[src/rtl/aes_pkg.sv]
// aes_pkg: shared FSM encoding and GF(2^8) helpers for the AES round sequencer
package aes_pkg;
    typedef enum logic [1:0] {IDLE = 2'd0, ISSUE = 2'd1, WAIT = 2'd2, DONE = 2'd3} state_e;
    localparam logic [7:0] RCON_INIT = 8'h01;
    function automatic logic [7:0] xtime(input logic [7:0] b);
        return {b[6:0], 1'b0} ^ (b[7] ? 8'h1b : 8'h00);
    endfunction
    function automatic logic [7:0] gf_mul(input logic [7:0] a, input logic [7:0] b);
        logic [7:0] p, x;
        p = '0;
        x = a;
        for (int i = 0; i < 8; i++) begin
            p = b[i] ? p ^ x : p;
            x = xtime(x);
        end
        return p;
    endfunction
    // inverse as b^254, then the affine map; zero maps to zero before the affine step
    function automatic logic [7:0] sbox(input logic [7:0] b);
        logic [7:0] sq, inv;
        sq = b;
        inv = 8'h01;
        for (int i = 1; i < 8; i++) begin
            sq = gf_mul(sq, sq);
            inv = gf_mul(inv, sq);
        end
        return inv ^ {inv[6:0], inv[7]} ^ {inv[5:0], inv[7:6]} ^ {inv[4:0], inv[7:5]} ^ {inv[3:0], inv[7:4]} ^ 8'h63;
    endfunction
    function automatic logic [31:0] sub_word(input logic [31:0] w);
        return {sbox(w[31:24]), sbox(w[23:16]), sbox(w[15:8]), sbox(w[7:0])};
    endfunction
    function automatic logic [31:0] rot_word(input logic [31:0] w);
        return {w[23:0], w[31:24]};
    endfunction
endpackage

[src/rtl/aes_key_step.sv]
// aes_key_step: one step of the AES-128 key schedule
module aes_key_step
    import aes_pkg::*;
(
    input  logic [127:0] key,
    input  logic [7:0]   rcon,
    output logic [127:0] next_key
);
    logic [31:0] w0, w1, w2, w3;
    assign w0 = key[127:96] ^ sub_word(rot_word(key[31:0])) ^ {rcon, 24'h0};
    assign w1 = key[95:64] ^ w0;
    assign w2 = key[63:32] ^ w1;
    assign w3 = key[31:0] ^ w2;
    assign next_key = {w0, w1, w2, w3};
endmodule

[src/rtl/aes_enc_round_sequencer.sv]
// aes_enc_round_sequencer: iterative AES-128 controller driving an external round datapath
module aes_enc_round_sequencer
    import aes_pkg::*;
#(
    parameter int NR = 10,
    parameter int ROUND_LAT = 1
) (
    input  logic         i_clk,
    input  logic         i_rst,
    input  logic         i_start_valid,
    output logic         o_start_ready,
    input  logic [127:0] i_plaintext,
    input  logic [127:0] i_key,
    output logic         o_round_valid,
    output logic [127:0] o_round_in,
    output logic [127:0] o_round_key,
    output logic         o_last_round,
    input  logic [127:0] i_round_out,
    output logic         o_ct_valid,
    input  logic         i_ct_ready,
    output logic [127:0] o_ciphertext,
    output logic         o_busy
);
    localparam int RW = $clog2(NR + 1);
    localparam int LW = ROUND_LAT > 1 ? $clog2(ROUND_LAT) : 1;
    state_e state;
    logic [127:0] state_reg, key_reg, ks_out;
    logic [7:0] rcon;
    logic [RW-1:0] round;
    logic [LW-1:0] lat_cnt;
    logic last, run;
    // the single key-step instance serves both the first round key (from i_key) and later steps
    aes_key_step u_key_step (
        .key(state == IDLE ? i_key : key_reg),
        .rcon(state == IDLE ? RCON_INIT : rcon),
        .next_key(ks_out)
    );
    assign last = round == RW'(NR);
    assign run = state == ISSUE || state == WAIT;
    assign o_start_ready = state == IDLE;
    assign o_busy = state != IDLE;
    assign o_round_valid = state == ISSUE;
    assign o_round_in = run ? state_reg : '0;
    assign o_round_key = run ? key_reg : '0;
    assign o_last_round = run && last;
    assign o_ct_valid = state == DONE;
    assign o_ciphertext = o_ct_valid ? state_reg : '0;
    always_ff @(posedge i_clk) begin
        if (i_rst) begin
            state <= IDLE;
            state_reg <= '0;
            key_reg <= '0;
            rcon <= RCON_INIT;
            round <= '0;
            lat_cnt <= '0;
        end else begin
            case (state)
                IDLE: if (i_start_valid) begin
                    state_reg <= i_plaintext ^ i_key;
                    key_reg <= ks_out;
                    rcon <= xtime(RCON_INIT);
                    round <= RW'(1);
                    state <= ISSUE;
                end
                ISSUE: begin
                    lat_cnt <= LW'(ROUND_LAT - 1);
                    state <= WAIT;
                end
                WAIT: if (lat_cnt != '0) begin
                    lat_cnt <= lat_cnt - 1'b1;
                end else begin
                    state_reg <= i_round_out;
                    if (last) begin
                        state <= DONE;
                    end else begin
                        round <= round + 1'b1;
                        key_reg <= ks_out;
                        rcon <= xtime(rcon);
                        state <= ISSUE;
                    end
                end
                DONE: if (i_ct_ready) state <= IDLE;
                default: state <= IDLE;
            endcase
        end
    end
endmodule
[config.mk]
export PLATFORM = sky130hd
export DESIGN_NAME = aes_enc_round_sequencer
export DESIGN_NICKNAME = d
export VERILOG_FILES = /design/src/rtl/aes_pkg.sv /design/src/rtl/aes_key_step.sv /design/src/rtl/aes_enc_round_sequencer.sv
export SDC_FILE = /design/constraint.sdc
export NUM_CORES = 2
export LEC_CHECK = 0
export ABC_CLOCK_PERIOD_IN_PS = 53600
export CAP_MARGIN = 20
export CORE_MARGIN = 10
export CORE_UTILIZATION = 40
export DETAILED_ROUTE_END_ITERATION = 8
export GPL_ROUTABILITY_DRIVEN = 0
export HOLD_SLACK_MARGIN = 0.03
export PLACE_DENSITY_LB_ADDON = 0.1
export SYNTH_ARGS = -nofsm -noshare
export SYNTH_HDL_FRONTEND = slang
export SYNTH_SLANG_ARGS = --single-unit
[constraint.sdc]
create_clock -name i_clk -period 53.6 [get_ports i_clk]
set_input_delay 8.04 -clock i_clk [delete_from_list [all_inputs] [get_ports i_clk]]
set_output_delay 8.04 -clock i_clk [all_outputs]
set_load 0.01 [all_outputs]
# Word level (Yosys, flattened, before mapping)
# Cells that the tools add are included.
# totals
ramBits	0
latchBits	0
elab_cells	1648
romBits	0
memories	0
ff_bits	271
# classes
n_bitwise	783
mux	840
n_mul	0
reduce_logical	9
eq_ne	8
shifts	0
div	0
magnitude_cmp	0
add_sub_neg	2
# op_table
cell	n
$xor 8x8->8	736
$mux 8	424
$mux 5	369
$mux 128	9
$pmux 128 s2	2
$xor 32x32->32	5
$xor 128x128->128	1
$xor 8x5->8	9
$mux 4	7
$mux 7	4
$not 1->1 const A	28
$mux 6	4
$mux 2	8
$not 4->4	4
$pmux 8 s2	1
$mux 3	4
$pmux 2 s4	1
$pmux 4 s2	1
$ne 2x2->1 const B	3
$reduce_and 3->1	2
$reduce_bool 2->1	3
$mux 1	5
$add 4x1->4 const B	1
$eq 2x2->1 const B	2
other kinds (9)	9

# Logic depth before layout (Yosys ltp)
# depth
ltp_word	142
ltp_mapped	82

# By module
# From an unflattened synthesis, not the netlist that was laid out.
# unflattened
hier_cells	9550
hier_area_um2	72990.0
# modules_own_cells
module	cells_each	area_per_inst_um2	n_inst
aes_key_step	7602	57023.4	1
aes_enc_round_sequencer	1948	15966.6	1

# Worst setup path after synthesis
# No wires, ideal clock.
# synth_timing
kind	input port to flip-flop
startpoint	in i_key[31]
endpoint	reg key_reg[0]
t_arrival_ps	23287
t_required_ps	53468
path_stages	60
setup_slack_ps	30181
path_cell_list	buf_1 > mux2i_2 > inv_1 > buf_2 > ha_1 > buf_1 > nand2_1 > xor2_1 > inv_1 > clkbuf_1 > buf_2 > clkbuf_1 > ha_1 > clkinv_1 > xnor2_1 > xor3_1 > xnor3_1 > mux2i_1 > (+24 left out) > nor2_1 > xnor3_1 > xnor2_1 > xnor3_1 > buf_2 > o21ai_0 > a22oi_1 > xnor3_1 > xor3_1 > xnor2_2 > xnor2_2 > xnor2_2 > xnor2_1 > xnor2_1 > nand3b_1 > o21ai_0 > a22oi_1 > a21oi_1
# synth_between
elab_chain_len	138
elab_cells_between_ends	396
# synth_lines
element	line	rtl
start, declared	aes_enc_round_sequencer.sv:13	input logic [127:0] i_key,
$mux 128 *	aes_enc_round_sequencer.sv:34	.key(state == IDLE ? i_key : key_reg),
$mux 5 / $mux 8 (equally long branches)	aes_pkg.sv:6, aes_pkg.sv:13	
$xor 8x8->8 (on tied branches)	aes_pkg.sv:6, aes_pkg.sv:13	
$xor 8x8->8 / $mux 8 (equally long branches)	aes_pkg.sv:13	p = b[i] ? p ^ x : p;
$mux 8 / $xor 8x8->8 (equally long branches)	aes_pkg.sv:13	
$xor 8x8->8 / $mux 8 (equally long branches)	aes_pkg.sv:13	
$mux 8 / $xor 8x8->8 (equally long branches)	aes_pkg.sv:13	
$xor 8x8->8 / $mux 8 (equally long branches)	aes_pkg.sv:13	
(+121 left out)	n/a	
$not 4->4 (no line) *	n/a	
$xor 32x32->32 * (2 in series)	aes_key_step.sv:10	assign w0 = key[127:96] ^ sub_word(rot_word(key[31:0])) ^ {rcon, 24'h0};
$xor 32x32->32 *	aes_key_step.sv:11	assign w1 = key[95:64] ^ w0;
$xor 32x32->32 *	aes_key_step.sv:12	assign w2 = key[63:32] ^ w1;
$xor 32x32->32 *	aes_key_step.sv:13	assign w3 = key[31:0] ^ w2;
$mux 128	aes_enc_round_sequencer.sv:73	if (last) begin
$mux 128	aes_enc_round_sequencer.sv:69	WAIT: if (lat_cnt != '0) begin
$pmux 128 s2 *	aes_enc_round_sequencer.sv:57	case (state)
end signal, assigned	aes_enc_round_sequencer.sv:60	key_reg <= ks_out;
end signal, assigned	aes_enc_round_sequencer.sv:77	key_reg <= ks_out;
end, declared	aes_enc_round_sequencer.sv:27	logic [127:0] state_reg, key_reg, ks_out;
# Every way passes the cells marked *; elsewhere a longest branch is shown, timed or not. The select of a mux whose other input is x is not followed.
# A chain may end at the register's enable or synchronous reset.

# Worst setup path after layout
# layout_timing
startpoint	in i_key[7]
endpoint	reg key_reg[15]
# layout_between
elab_chain_len	137
elab_cells_between_ends	395
# layout_lines
element	line	rtl
$mux 128 *	aes_enc_round_sequencer.sv:34	
$mux 5	aes_pkg.sv:6	return {b[6:0], 1'b0} ^ (b[7] ? 8'h1b : 8'h00);
$xor 8x8->8	aes_pkg.sv:6	
$xor 8x8->8	aes_pkg.sv:13	
$mux 8	aes_pkg.sv:13	
$xor 8x8->8	aes_pkg.sv:13	
$mux 8	aes_pkg.sv:13	
$xor 8x8->8	aes_pkg.sv:13	
(+120 left out)	n/a	
$xor 8x8->8 *	aes_pkg.sv:27	return inv ^ {inv[6:0], inv[7]} ^ {inv[5:0], inv[7:6]} ^ {inv[4:0], inv[7:5]} ^ {inv[3:0], inv[7:4]} ^ 8'h63;
$xor 32x32->32 * (2 in series)	aes_key_step.sv:10	
$xor 32x32->32 *	aes_key_step.sv:11	
$xor 32x32->32 *	aes_key_step.sv:12	
$xor 32x32->32 *	aes_key_step.sv:13	
$mux 128	aes_enc_round_sequencer.sv:73	
$mux 128	aes_enc_round_sequencer.sv:69	
$pmux 128 s2 *	aes_enc_round_sequencer.sv:57	
# Marks and branches as above.

==> reports/qor.json <==
{
  "status": "finished clean",
  "die_area_sq_um": 204000,
  "grt_use_total_pct": 27.3,
  "area_growth_pct": 15.9,
  "yosys_warns": 0,
  "worst_setup_path_type": "in -> reg",
  "grt-ovfl-total": 0,
  "postSynth.asyncResetShare_pct": 0,
  "critical-path-max-stage-delay_ns": 0.86,
  "insertion_delay_ns": 0.60,
  "cts_hold_repair.buffers": 0,
  "syn_area_sq_um": 74700,
  "die_height_microns": 452,
  "drcViolationCount": 0,
  "worstSetupEndpointType": "flop",
  "final.fill_count": 18800,
  "yosysSeqAreaShare_pct": 7.24,
  "drt_pre_antenna_iters": 6,
  "place_area_sq_um": 85200,
  "layout.cells.most_common": "sky130_fd_sc_hd__xnor2_1",
  "max-clock-path-buffers": 3,
  "clk_root_buffer_cell": "sky130_fd_sc_hd__clkbuf_16",
  "skew_ns": 0.0375,
  "grt_first_pass_wirelength_microns": 446000,
  "postLayoutCellArea_sq_um": 86600,
  "hp-class": "reg -> reg",
  "coreArea_sq_um": 185000,
  "rsz0062_at_grt": "false",
  "fmax_ghz": 0.0353,
  "detail-route-antenna-nets": 0,
  "largest_register_ff_count": 130,
  "top_library_cells_by_usage_in_the_layout_fill_and_taps_aside": "1760 x sky130_fd_sc_hd__xnor2_1, 1689 x sky130_fd_sc_hd__nor2_1, 866 x sky130_fd_sc_hd__nand2_1, 810 x sky130_fd_sc_hd__a21oi_1, 775 x sky130_fd_sc_hd__clkdlybuf4s50_1",
  "synth_cell_type_count": 117,
  "synth_flop_cell": "sky130_fd_sc_hd__dfxtp_1",
  "mappedNetlistNets": 10500,
  "critical_path.most_common_cell": "sky130_fd_sc_hd__xnor2_1",
  "grt_pass1_vias": 68900,
  "cts_setup_buffers": 0,
  "crit_path_start_kind": "input port",
  "routed_via_density": 5.63,
  "placementRows": 158,
  "final_hold_viol_count": 0,
  "fp.dieW_microns": 452,
  "detailroute.via_count": 73400,
  "post_route_cells_drive_above_1_share_pct": 7.08,
  "initial_core_util_pct": 40.3,
  "postCtsResizedCells": 0,
  "synth.ff_latch_count": 270,
  "design.portCount": 777,
  "htree_levels": 2,
  "post-dp-hpwl_microns": 230000,
  "final-instance-count-excl-fill": 13000,
  "first_iter_violations": 7026,
  "synthesis.area_per_instance_sq_um": 7.38,
  "critical_path_required_ns": 54.03,
  "critPathMaxFanout": 32,
  "cts_inserted_buffers": 36,
  "critPathSlowestCell": "sky130_fd_sc_hd__xor2_1",
  "netlist_instances": 10100,
  "max_cap_viols": 0,
  "max-slew-margin-rel_pct": 13.8,
  "post-place-cells": 13000,
  "cts_tree": "yes",
  "synth_edf_count": 0,
  "setup_viol": 0,
  "clk_pin_slew_worst_paths_ns": 0.06,
  "clk_sinks": 270,
  "layout.core_utilization_pct": 46.7,
  "finalCritPeriodShare_pct": 52.9,
  "critical_path_data_arrival_time_ns": 28.77,
  "routed_wl_microns": 297000,
  "route.detailed.wl_per_inst_microns": 22.8,
  "crit_buf_inv": 6,
  "period_minus_slack_ns": 28.34,
  "max_slew.worst_pin.slew_ns": 1.28,
  "layout.nets": 10900,
  "final_max_slew_viol_count": 0,
  "grt_start_max_net_pins": 176,
  "finalSetupTns_ns": 0,
  "initial_antenna_violation_count": 7,
  "critical-path-top-delay-family": "XOR/XNOR gates",
  "portBuffers": 776
}
## tightest hold or removal path, delay by kind of cell (launching register included)
| family | cells | cell delay (ns) |
|---|---|---|
| flops | 1 | 0.32 |
| compound gates | 1 | 0.05 |
| simple gates | 1 | 0.06 |
## per-stage QoR
| step | setup WS, ns | hold WS, ns |
|---|---|---|
| 2_1_floorplan | 30.18 | 0.440 |
| 3_3_place_gp | 24.41 | 0.456 |
| 3_5_place_dp | 24.92 | 0.462 |
| 4_1_cts | 25.46 | 0.471 |
| 5_1_grt | 24.12 | 0.487 |
| 6_report | 25.26 | 0.470 |
## cell type report
| type | instances | area, sq um | share of cell area (%) |
|---|---|---|---|
| diodes | 8 | 20.0 | 0.0231 |
| clock buffers | 51 | 1040 | 1.20 |
| clock inverters | 13 | 230 | 0.266 |
| inverters | 99 | 377 | 0.435 |
| multi-input cells | 9028 | 66300 | 76.6 |
| flip-flops and latches | 270 | 5410 | 6.24 |
| well taps | 2480 | 3100 | 3.58 |
| repair buffers | 1081 | 10100 | 11.7 |
## synthesized netlist by cell type (76+ instances only)
| cell | count | share of area, % |
|---|---|---|
| sky130_fd_sc_hd__a211oi_1 | 82 | 0.82 |
| sky130_fd_sc_hd__a21oi_1 | 810 | 5.4 |
| sky130_fd_sc_hd__a31oi_1 | 93 | 0.78 |
| sky130_fd_sc_hd__and2_1 | 436 | 3.7 |
| sky130_fd_sc_hd__buf_1 | 76 | 0.38 |
| sky130_fd_sc_hd__buf_2 | 159 | 1.1 |
| sky130_fd_sc_hd__clkbuf_1 | 451 | 2.3 |
| sky130_fd_sc_hd__dfxtp_1 | 270 | 7.2 |
| sky130_fd_sc_hd__inv_1 | 80 | 0.40 |
| sky130_fd_sc_hd__mux2i_1 | 291 | 3.9 |
| sky130_fd_sc_hd__nand2_1 | 866 | 4.4 |
| sky130_fd_sc_hd__nand3_1 | 193 | 1.3 |
| sky130_fd_sc_hd__nor2_1 | 1691 | 8.5 |
| sky130_fd_sc_hd__nor3_1 | 186 | 1.2 |
| sky130_fd_sc_hd__o21ai_0 | 362 | 2.4 |
| sky130_fd_sc_hd__o22ai_1 | 109 | 0.91 |
| sky130_fd_sc_hd__xnor2_1 | 1799 | 21 |
| sky130_fd_sc_hd__xnor2_2 | 78 | 1.7 |
| sky130_fd_sc_hd__xnor3_1 | 348 | 10 |
| sky130_fd_sc_hd__xor2_1 | 499 | 5.9 |
## worst paths after layout
| path | start | end | slack (ns) | cells past startpoint |
|---|---|---|---|---|
| min reg2reg | key_reg[99] | key_reg[99] | 0.47 | 2 |
| max | i_key[7] | key_reg[15] | 25.26 | 56 |
| min | key_reg[99] | key_reg[99] | 0.47 | 2 |
| max reg2reg | state[0] | key_reg[15] | 30.61 | 60 |
## per-layer routing
layer	global-route usage, %	routed length, microns
met4	10.0	12400
met1	36.0	128000
met5	0	0
met2	46.4	141000
met3	2.31	15700
## cell families after synthesis
logic type / after synthesis / share of synthesized area [%]
buffers and inverters: 819 / 4.62
XOR/XNOR: 2857 / 43.1
flip-flops: 270 / 7.24
adder cells (fa/ha/maj): 27 / 0.446
multiplexers: 383 / 5.48
AO/OA/AOI/OAI: 2045 / 17.0
AND/OR/NAND/NOR: 3716 / 22.1
Power is not shown: default switching activity piles up to over one toggle a cycle in this logic, so the estimate is an artifact.
